<file path="src/rtl/distribuidor_papeis_pkg.sv">
// Shared werewolf-game constants: role codes, dealer state codes and LFSR parameters.
// Used by the role dealer, the game controller and the display decoder.
package pacote_lobinho;

   localparam logic [1:0] ALDEAO  = 2'd0;
   localparam logic [1:0] LOBO    = 2'd1;
   localparam logic [1:0] VIDENTE = 2'd2;
   localparam logic [1:0] MEDICO  = 2'd3;

   typedef enum logic [4:0] {
      OCIOSO   = 5'd0,
      CARREGA  = 5'd1,
      PREENCHE = 5'd2,
      SORTEIA  = 5'd3,
      TROCA    = 5'd4,
      PRONTO   = 5'd5
   } estado_t;

   localparam logic [4:0]  ESTADO_ILEGAL = 5'b11111;
   localparam logic [15:0] LFSR_TAPS     = 16'hB400;
   localparam logic [15:0] SEMENTE_ZERO  = 16'hACE1;

   // One step of the right-shifting Galois LFSR.
   function automatic logic [15:0] passo_lfsr(input logic [15:0] v);
      return {1'b0, v[15:1]} ^ (v[0] ? LFSR_TAPS : 16'h0000);
   endfunction

   // Role placed at position k before shuffling.
   function automatic logic [1:0] papel_inicial(input int k, input int n_lobos);
      if (k < n_lobos)            return LOBO;
      else if (k == n_lobos)      return VIDENTE;
      else if (k == n_lobos + 1)  return MEDICO;
      else                        return ALDEAO;
   endfunction

endpackage

</file>
<file path="src/rtl/distribuidor_papeis_lfsr16.sv">
// 16-bit Galois LFSR used as the shuffle's random source.
// A zero load value is replaced by a fixed nonzero seed so the sequence never locks up.
module lfsr16
   import pacote_lobinho::*;
(
   input  logic        clock,
   input  logic        reset,
   input  logic        carrega,
   input  logic [15:0] valor,
   input  logic        avanca,
   output logic [15:0] q
);

   always_ff @(posedge clock or posedge reset) begin
      if (reset)
         q <= SEMENTE_ZERO;
      else if (carrega)
         q <= (valor == 16'h0000) ? SEMENTE_ZERO : valor;
      else if (avanca)
         q <= passo_lfsr(q);
   end

endmodule

</file>
<file path="src/rtl/distribuidor_papeis.sv">
// Werewolf role dealer: fills a role table, then applies a seeded Fisher-Yates shuffle.
// The finished table stays readable through rd_addr/rd_papel until the next deal or reset.
module distribuidor_papeis
   import pacote_lobinho::*;
#(
   parameter int N_JOGADORES = 8,
   parameter int N_LOBOS     = 2
) (
   input  logic                           clock,
   input  logic                           reset,
   input  logic                           inicia,
   input  logic [15:0]                    seed,
   input  logic [$clog2(N_JOGADORES)-1:0] rd_addr,
   output logic [1:0]                     rd_papel,
   output logic                           ocupado,
   output logic                           pronto,
   output logic [4:0]                     db_estado
);

   localparam int          W       = $clog2(N_JOGADORES);
   localparam logic [W-1:0] ULTIMO = W'(N_JOGADORES - 1);
   localparam logic [15:0] MASCARA = 16'((1 << W) - 1);

   estado_t      estado;
   logic [W-1:0] k;
   logic [W-1:0] i;
   logic [1:0]   tabela [N_JOGADORES];

   logic [15:0]  lfsr_q;
   logic [15:0]  lfsr_prox;
   logic         aceita;
   logic         candidato_ok;
   logic [W-1:0] j;

   // A start pulse is only honoured when no deal is in progress.
   assign aceita = inicia && (estado == OCIOSO || estado == PRONTO);

   lfsr16 u_lfsr (
      .clock  (clock),
      .reset  (reset),
      .carrega(aceita),
      .valor  (seed),
      .avanca (estado == SORTEIA),
      .q      (lfsr_q)
   );

   // The candidate is judged on the value the LFSR takes after this cycle's step;
   // by TROCA that stepped value is sitting in the register.
   assign lfsr_prox    = passo_lfsr(lfsr_q);
   assign candidato_ok = (lfsr_prox & MASCARA) <= {{(16 - W){1'b0}}, i};
   assign j            = lfsr_q[W-1:0];

   always_ff @(posedge clock or posedge reset) begin
      if (reset) begin
         estado <= OCIOSO;
         k      <= '0;
         i      <= '0;
         // NOTE: the role table is a register file, not a RAM, so it is cleared on
         // reset; a reset mid-deal must not leave a partial table visible.
         for (int n = 0; n < N_JOGADORES; n++)
            tabela[n] <= ALDEAO;
      end else begin
         case (estado)
            OCIOSO:  if (aceita) estado <= CARREGA;
            CARREGA: begin
               k      <= '0;
               estado <= PREENCHE;
            end
            PREENCHE: begin
               tabela[k] <= papel_inicial(int'(k), N_LOBOS);
               k         <= k + 1'b1;
               if (k == ULTIMO) begin
                  i      <= ULTIMO;
                  estado <= SORTEIA;
               end
            end
            SORTEIA: if (candidato_ok) estado <= TROCA;
            TROCA: begin
               // NOTE: both sides read the old table contents, which is what makes
               // this a one-cycle swap; blocking assignments here would corrupt it.
               tabela[i] <= tabela[j];
               tabela[j] <= tabela[i];
               if (i == W'(1)) begin
                  estado <= PRONTO;
               end else begin
                  i      <= i - 1'b1;
                  estado <= SORTEIA;
               end
            end
            PRONTO:  if (aceita) estado <= CARREGA;
            default: estado <= OCIOSO;
         endcase
      end
   end

   assign rd_papel  = tabela[rd_addr];
   assign ocupado   = estado inside {CARREGA, PREENCHE, SORTEIA, TROCA};
   assign pronto    = (estado == PRONTO);
   assign db_estado = (estado inside {OCIOSO, CARREGA, PREENCHE, SORTEIA, TROCA, PRONTO})
                      ? 5'(estado) : ESTADO_ILEGAL;

endmodule

</file>
<file path="config.mk">
export PLATFORM = sky130hd
export DESIGN_NAME = distribuidor_papeis
export DESIGN_NICKNAME = d
export VERILOG_FILES = /design/src/rtl/distribuidor_papeis_pkg.sv /design/src/rtl/distribuidor_papeis_lfsr16.sv /design/src/rtl/distribuidor_papeis.sv
export SDC_FILE = /design/constraint.sdc
export NUM_CORES = 1
export LEC_CHECK = 0
export BUFFER_PORTS_ARGS = -buffer_cell sky130_fd_sc_hd__buf_4
export CAP_MARGIN = 20
export CELL_PAD_IN_SITES_DETAIL_PLACEMENT = 0
export CELL_PAD_IN_SITES_GLOBAL_PLACEMENT = 1
export CORE_UTILIZATION = 40
export DETAILED_ROUTE_END_ITERATION = 10
export PLACE_DENSITY = 0.75
export SLEW_MARGIN = 20
export SYNTH_ARGS = -nofsm -noshare
export SYNTH_HDL_FRONTEND = slang
export SYNTH_SLANG_ARGS = --single-unit
</file>
<file path="constraint.sdc">
create_clock -name clock -period 3.2 [get_ports clock]
set_clock_uncertainty 0.15 [all_clocks]
set_input_delay 0.32 -clock clock [delete_from_list [all_inputs] [get_ports clock]]
set_output_delay 0.32 -clock clock [all_outputs]
set_load 0.02 [all_outputs]
</file>
* After elaboration in Yosys (flattened, before gate mapping) *
Cells that the tools add are included.

word-level totals
  flip-flop bits (word level) = 43
  bits of input ports = 22
  output and inout bits = 9
  logic and storage cells = 93

cells by class
  add/sub/neg operators = 2
  order comparisons = 9
  eq/ne operators = 13
  muxes and demuxes = 37
  bitwise gates (word level) = 5
  reduce and logical (&&, ||, !) cells = 15

operators with widths
  kind                  number
  $mux W16              4
  $bwmux W16            3
  $pmux W16 S2          1
  $mux W2               13
  $pmux W5 S5           1
  $mux W5               4
  $bmux W2 S3           3
  $demux W2 S3          3
  $ge A4 B4 Y1 const B  4
  $logic_not A16 Y1     1
  $not A3 Y4            4
  $xor A15 B16 Y16      1
  $lt A4 B1 Y1 const B  3
  $pmux W3 S2           2
  $eq A5 B2 Y1 const B  2
  $eq A5 B3 Y1 const B  2
  $eq A3 B3 Y1 const B  3
  $mux W3               3
  $ne A2 B2 Y1 const B  3
  $reduce_and A3 Y1     2
  $reduce_bool A2 Y1    3
  $reduce_bool A6 Y1    1
  $eq A5 B1 Y1 const B  1
  $logic_not A5 Y1      1
  10 further kinds      13

* Longest topological paths before layout *
  word-level depth = 8
  mapped depth = 8
  gate-level depth less buffers = 7

* Hierarchy *
Synthesis repeated with hierarchy kept, for this count alone.

second synthesis, totals
  cell total of the unflattened synthesis = 328
  area total of the unflattened synthesis = 3148.0 µm²

by module, submodules not included
  module               instances  cells each  area an instance (µm²)  sequential area each (µm²)
  distribuidor_papeis  1          256         2306.0                  625.6
  lfsr16               1          72          842.1                   410.4

* Worst setup path before layout *
OpenSTA, ideal clock, no wires.

  path type = reg2reg
  start point = reg u_lfsr.q[0]
  end point = reg tabela[8] in the netlist's numbering
  setup time = 126 ps
  arrival time = 1894 ps
  required time = 2924 ps
  setup slack = 1030 ps
  stages on the path, launching flop included = 6
  path buffers = 1
  clock period less this slack = 2170 ps
  cells stage by stage = dfstp_2 > buf_2 > mux4_2 > mux2i_2 > o21ai_1 > a221o_1

on the way
  word-level cells in the longest chain between the ends = 7
  elaborated cells on any way between the ends = 12
  those cells by class = 2 x order compare; 8 x mux; 1 x bitwise; 1 x reduce/logical

ends and longest elaborated chain
  what                                                                         line                                                  source
  from (decl)                                                                  distribuidor_papeis_lfsr16.sv:11                      output logic [15:0] q
  from (signal assigned)                                                       distribuidor_papeis_lfsr16.sv:18                      q <= (valor == 16'h0000) ? SEMENTE_ZERO : valor;
  from (signal assigned)                                                       distribuidor_papeis_lfsr16.sv:20                      q <= passo_lfsr(q);
  $not A3 Y4 (not written as such) *                                           distribuidor_papeis.sv:81, distribuidor_papeis.sv:82
  $ge A4 B4 Y1 (not written as such) (tied with other cells)                   distribuidor_papeis.sv:82                             tabela[j] <= tabela[i];
  $logic_and A1 B1 Y1 (not written as such) / $mux W2 (equally long branches)  distribuidor_papeis.sv:82, distribuidor_papeis.sv:81
  $mux W2, on equally long branches                                            distribuidor_papeis.sv:82, distribuidor_papeis.sv:81
  $demux W2 S3 / $bwmux W16 (equally long branches)                            distribuidor_papeis.sv:82, distribuidor_papeis.sv:81
  $bwmux W16 *                                                                 distribuidor_papeis.sv:82
  $pmux W16 S2 *                                                               distribuidor_papeis.sv:63                             case (estado)
  to (signal, indexed assignment)                                              distribuidor_papeis.sv:70                             tabela[k] <= papel_inicial(int'(k), N_LOBOS);
  to (signal, indexed assignment)                                              distribuidor_papeis.sv:81                             tabela[i] <= tabela[j];
  to (signal, indexed assignment)                                              distribuidor_papeis.sv:82
  to (decl)                                                                    distribuidor_papeis.sv:27                             logic [1:0] tabela [N_JOGADORES];

Every way passes the cells marked *; elsewhere a longest branch is shown, timed or not. The select of a mux whose other input is x is not followed.
A chain may end at the register's enable or synchronous reset.

* Worst setup path after layout *
  start point = reg u_lfsr.q[0]
  end point = reg tabela[9] in the netlist's numbering

Same word-level chain as after synthesis.

==> impl_metrics.py <==
metrics = {
    "status": {
        "outcome": "finished with violations",
        "violations": "negative hold slack",
    },
    "layout": {
        "fin_util_pct": 46.5,
        "drive_gt1_share_pct": 20.5,
        "final_nets": 396,
        "multi_input_area_um2": 1780,
        "layout_common_cells": "47 x nand2_1, 46 x nor2_1, 37 x buf_4, 33 x dfrtp_1, 16 x a21oi_1",
        "layout_commonest_cell": "nand2_1",
        "area_growth_pct": 12.8,
        "fill_cells": 719,
        "layout.area.seq_um2": 1040,
        "antenna_cells": 0,
    },
    "floorplan": {
        "num_rows": 31,
        "coreArea_um2": 7250,
        "die_x_um": 88.4,
        "dieArea_um2": 7820,
        "dieHeight_um": 88.4,
        "ios": 31,
        "start_util_pct": 41.2,
    },
    "routing": {
        "viasPerCell": 5.82,
        "drtIter0Drc": 186,
        "dr.pass1.iters": 4,
        "drtAntennaViolNets": 0,
        "drc_errors": 0,
        "wl_um": 7890,
        "wl_per_cell_um": 17.0,
        "via_count": 2704,
    },
    "timing": {
        "setup_tns_ps": 0,
        "worst_pin_slew_ps": 686,
        "setup_slack_ps": 572,
        "max_freq_ghz": 0.380,
        "setup_viol": 0,
        "layout_min_cycle_time_ps": 2630,
        "rsz0062_at_grt": "no",
        "relSlewSlack_pct": 54.1,
        "whs_ps": -2.85,
        "fin_crit_sh_pct": 82.1,
        "finalHoldViolations": 2,
        "maxSlewViolCount": 0,
    },
    "placed_design": {
        "post-place-ws_ps": 618,
        "dp_hpwl_um": 5660,
        "io_buffers": 30,
        "routabilityCongestion": 0.898,
    },
    "yosys": {
        "yosys.area.top_type": "dfrtp_1",
        "yosys_register_bits": 41,
        "synthesis.nets": 377,
        "synth_top_area_share_pct": 27.6,
        "synth_ff_type": "dfrtp_1",
        "async_reset_ff_share_pct": 100,
        "synth_area_um2": 2990,
        "synth.avg_cell_area_um2": 8.64,
        "synth.distinct_cells": 54,
        "yosysWarnings": 0,
        "yosys-top-cells-area": "dfrtp_1 28%, mux4_2 7.5%, dfstp_2 7.0%, nand2_1 5.9%, nor2_1 5.8%",
        "synth-edff-count": 0,
        "synthCells": 346,
        "seq_area_frac_synth_pct": 34.7,
    },
    "power_and_ir_drop": {
        "cellLeakagePower_nw": 1.41,
        "max-vdd-ir-drop_uv": 317,
        "power_w": 0.00286,
        "p_per_area_nw_per_um2": 848,
    },
    "critical_path": {
        "cp_data_required_time_ps": 3230,
        "cp-startpoint": "u_lfsr.q[0]$_DFFE_PP1P_",
        "r2r-start": "u_lfsr.q[0]$_DFFE_PP1P_",
        "criticalPathCategory": "register to register",
        "crit_path_max_fanout": 21,
        "end_kind": "register",
        "arrival_ps": 2660,
        "start_kind": "register",
    },
    "clock_tree": {
        "ctsResizeCount": 0,
        "post-cts-setup-buffers": 0,
        "cts_tree": "built",
        "cts_buffers": 5,
        "htree_levels": 2,
        "root_buffer": "clkbuf_8",
        "cts_max_path_buffers": 2,
        "cts.sinks": 41,
        "clk_pin_slew_ps": 80,
        "worstSkewPairLatency_ps": 300,
        "cts-hold-fix-buffers": 0,
    },
    "grt": {
        "grt_pass1_wl_um": 12900,
        "grt_max_degree": 42,
        "grt_usage_pct": 21.7,
        "antenna_found_initial": 0,
        "grt_pass1_vias": 2473,
        "grt_overflow": 0,
    },
    "min_path": {
        "hp-class": "primary input to async pin",
    },
    "run": {
        "cap_violations": 0,
    },
}
-- kinds of logic (layout without fill, tap and decap cells) --
logic type / count (synthesis) / in the layout / synth area share (%)
AND/OR/NAND/NOR: 145 / 145 / 22.5
buffers and inverters: 40 / 60 / 5.90
flip-flops: 41 / 41 / 34.7
XOR/XNOR: 6 / 6 / 1.76
multiplexers: 22 / 22 / 12.1
AO/OA/AOI/OAI: 83 / 83 / 19.4
adder cells (fa/ha/maj): 9 / 9 / 3.77
-- through the flow --
stage                     instances  area (um2)
after CTS                       465        3370
after floorplan                 346        2990
after global routing            465        3370
after global placement          457        3270
after detailed placement        457        3270
final                           465        3370
-- flip-flops by register name (all words and copies together) (netlist names) --
register	cells
estado	3
u_lfsr.q	16
k	3
tabela	16
i	3
-- worst max-delay path: stages, from the launching register on --
cell and delay, ps:
dfstp_2 840, mux4_2 570, mux2i_2 440, o22ai_1 130
a221o_1 360
-- power by group --
group	switching, W	internal (W)
sequential	0.000320	0.000762
clock	0.000190	0.000195
combinational	0.000735	0.000657
total	0.00125	0.00161
-- metal layers --
metal | GRT usage [%] | up-vias | part of all wire, %
li1 | - | 1303 | -
met1 | 29.0 | 1312 | 46
met2 | 35.7 | 81 | 48
met3 | 4.20 | 8 | 5.0
met4 | 6.45 | 0 | 1.2
met5 | 0 | - | 0
-- layout make-up --
type	instances	area share [%]
timing repair buffer	37	8.24
clock inverter	1	0.148
multi-input combinational	265	52.7
tap	99	3.67
clock buffer	7	2.86
inverter	15	1.67
sequential	41	30.7
-- synth_stat cells, types with 2 or more instances --
| cell type | count |
|---|---|
| a21oi_1 | 16 |
| a221o_1 | 3 |
| a22o_1 | 3 |
| a22oi_1 | 7 |
| a31oi_1 | 12 |
| a32o_1 | 2 |
| and2_1 | 2 |
| buf_2 | 5 |
| buf_4 | 3 |
| clkbuf_1 | 15 |
| dfrtp_1 | 33 |
| dfstp_2 | 8 |
| ha_1 | 9 |
| inv_1 | 14 |
| mux2_1 | 2 |
| mux2_2 | 4 |
| mux2i_1 | 4 |
| mux2i_2 | 2 |
| mux4_2 | 10 |
| nand2_1 | 47 |
| nand2b_1 | 4 |
| nand3_1 | 10 |
| nand3b_1 | 2 |
| nand4_1 | 4 |
| nor2_1 | 46 |
| nor2b_1 | 8 |
| nor3_1 | 7 |
| nor4_1 | 4 |
| o21ai_0 | 10 |
| o221ai_1 | 3 |
| o22ai_1 | 7 |
| o31ai_1 | 3 |
| o32a_1 | 8 |
| or3_1 | 3 |
| or3b_2 | 2 |
| xnor2_1 | 6 |
-- path summary, 6_finish.rpt --
kind                       slack (ps)                  endpoint  cells after the start
setup / recovery                  570     tabela[9]$_DFFE_PP0P_                      4
setup reg to reg                  570     tabela[9]$_DFFE_PP0P_                      4
hold reg to reg                   340   u_lfsr.q[5]$_DFFE_PP1P_                      2
min in group clock                 80  u_lfsr.q[12]$_DFFE_PP0P_                      3
hold / removal                     -3     tabela[4]$_DFFE_PP0P_                      3
max in group asynchronous        2520   u_lfsr.q[6]$_DFFE_PP1P_                      3
Power figures use the tool's default switching activity.
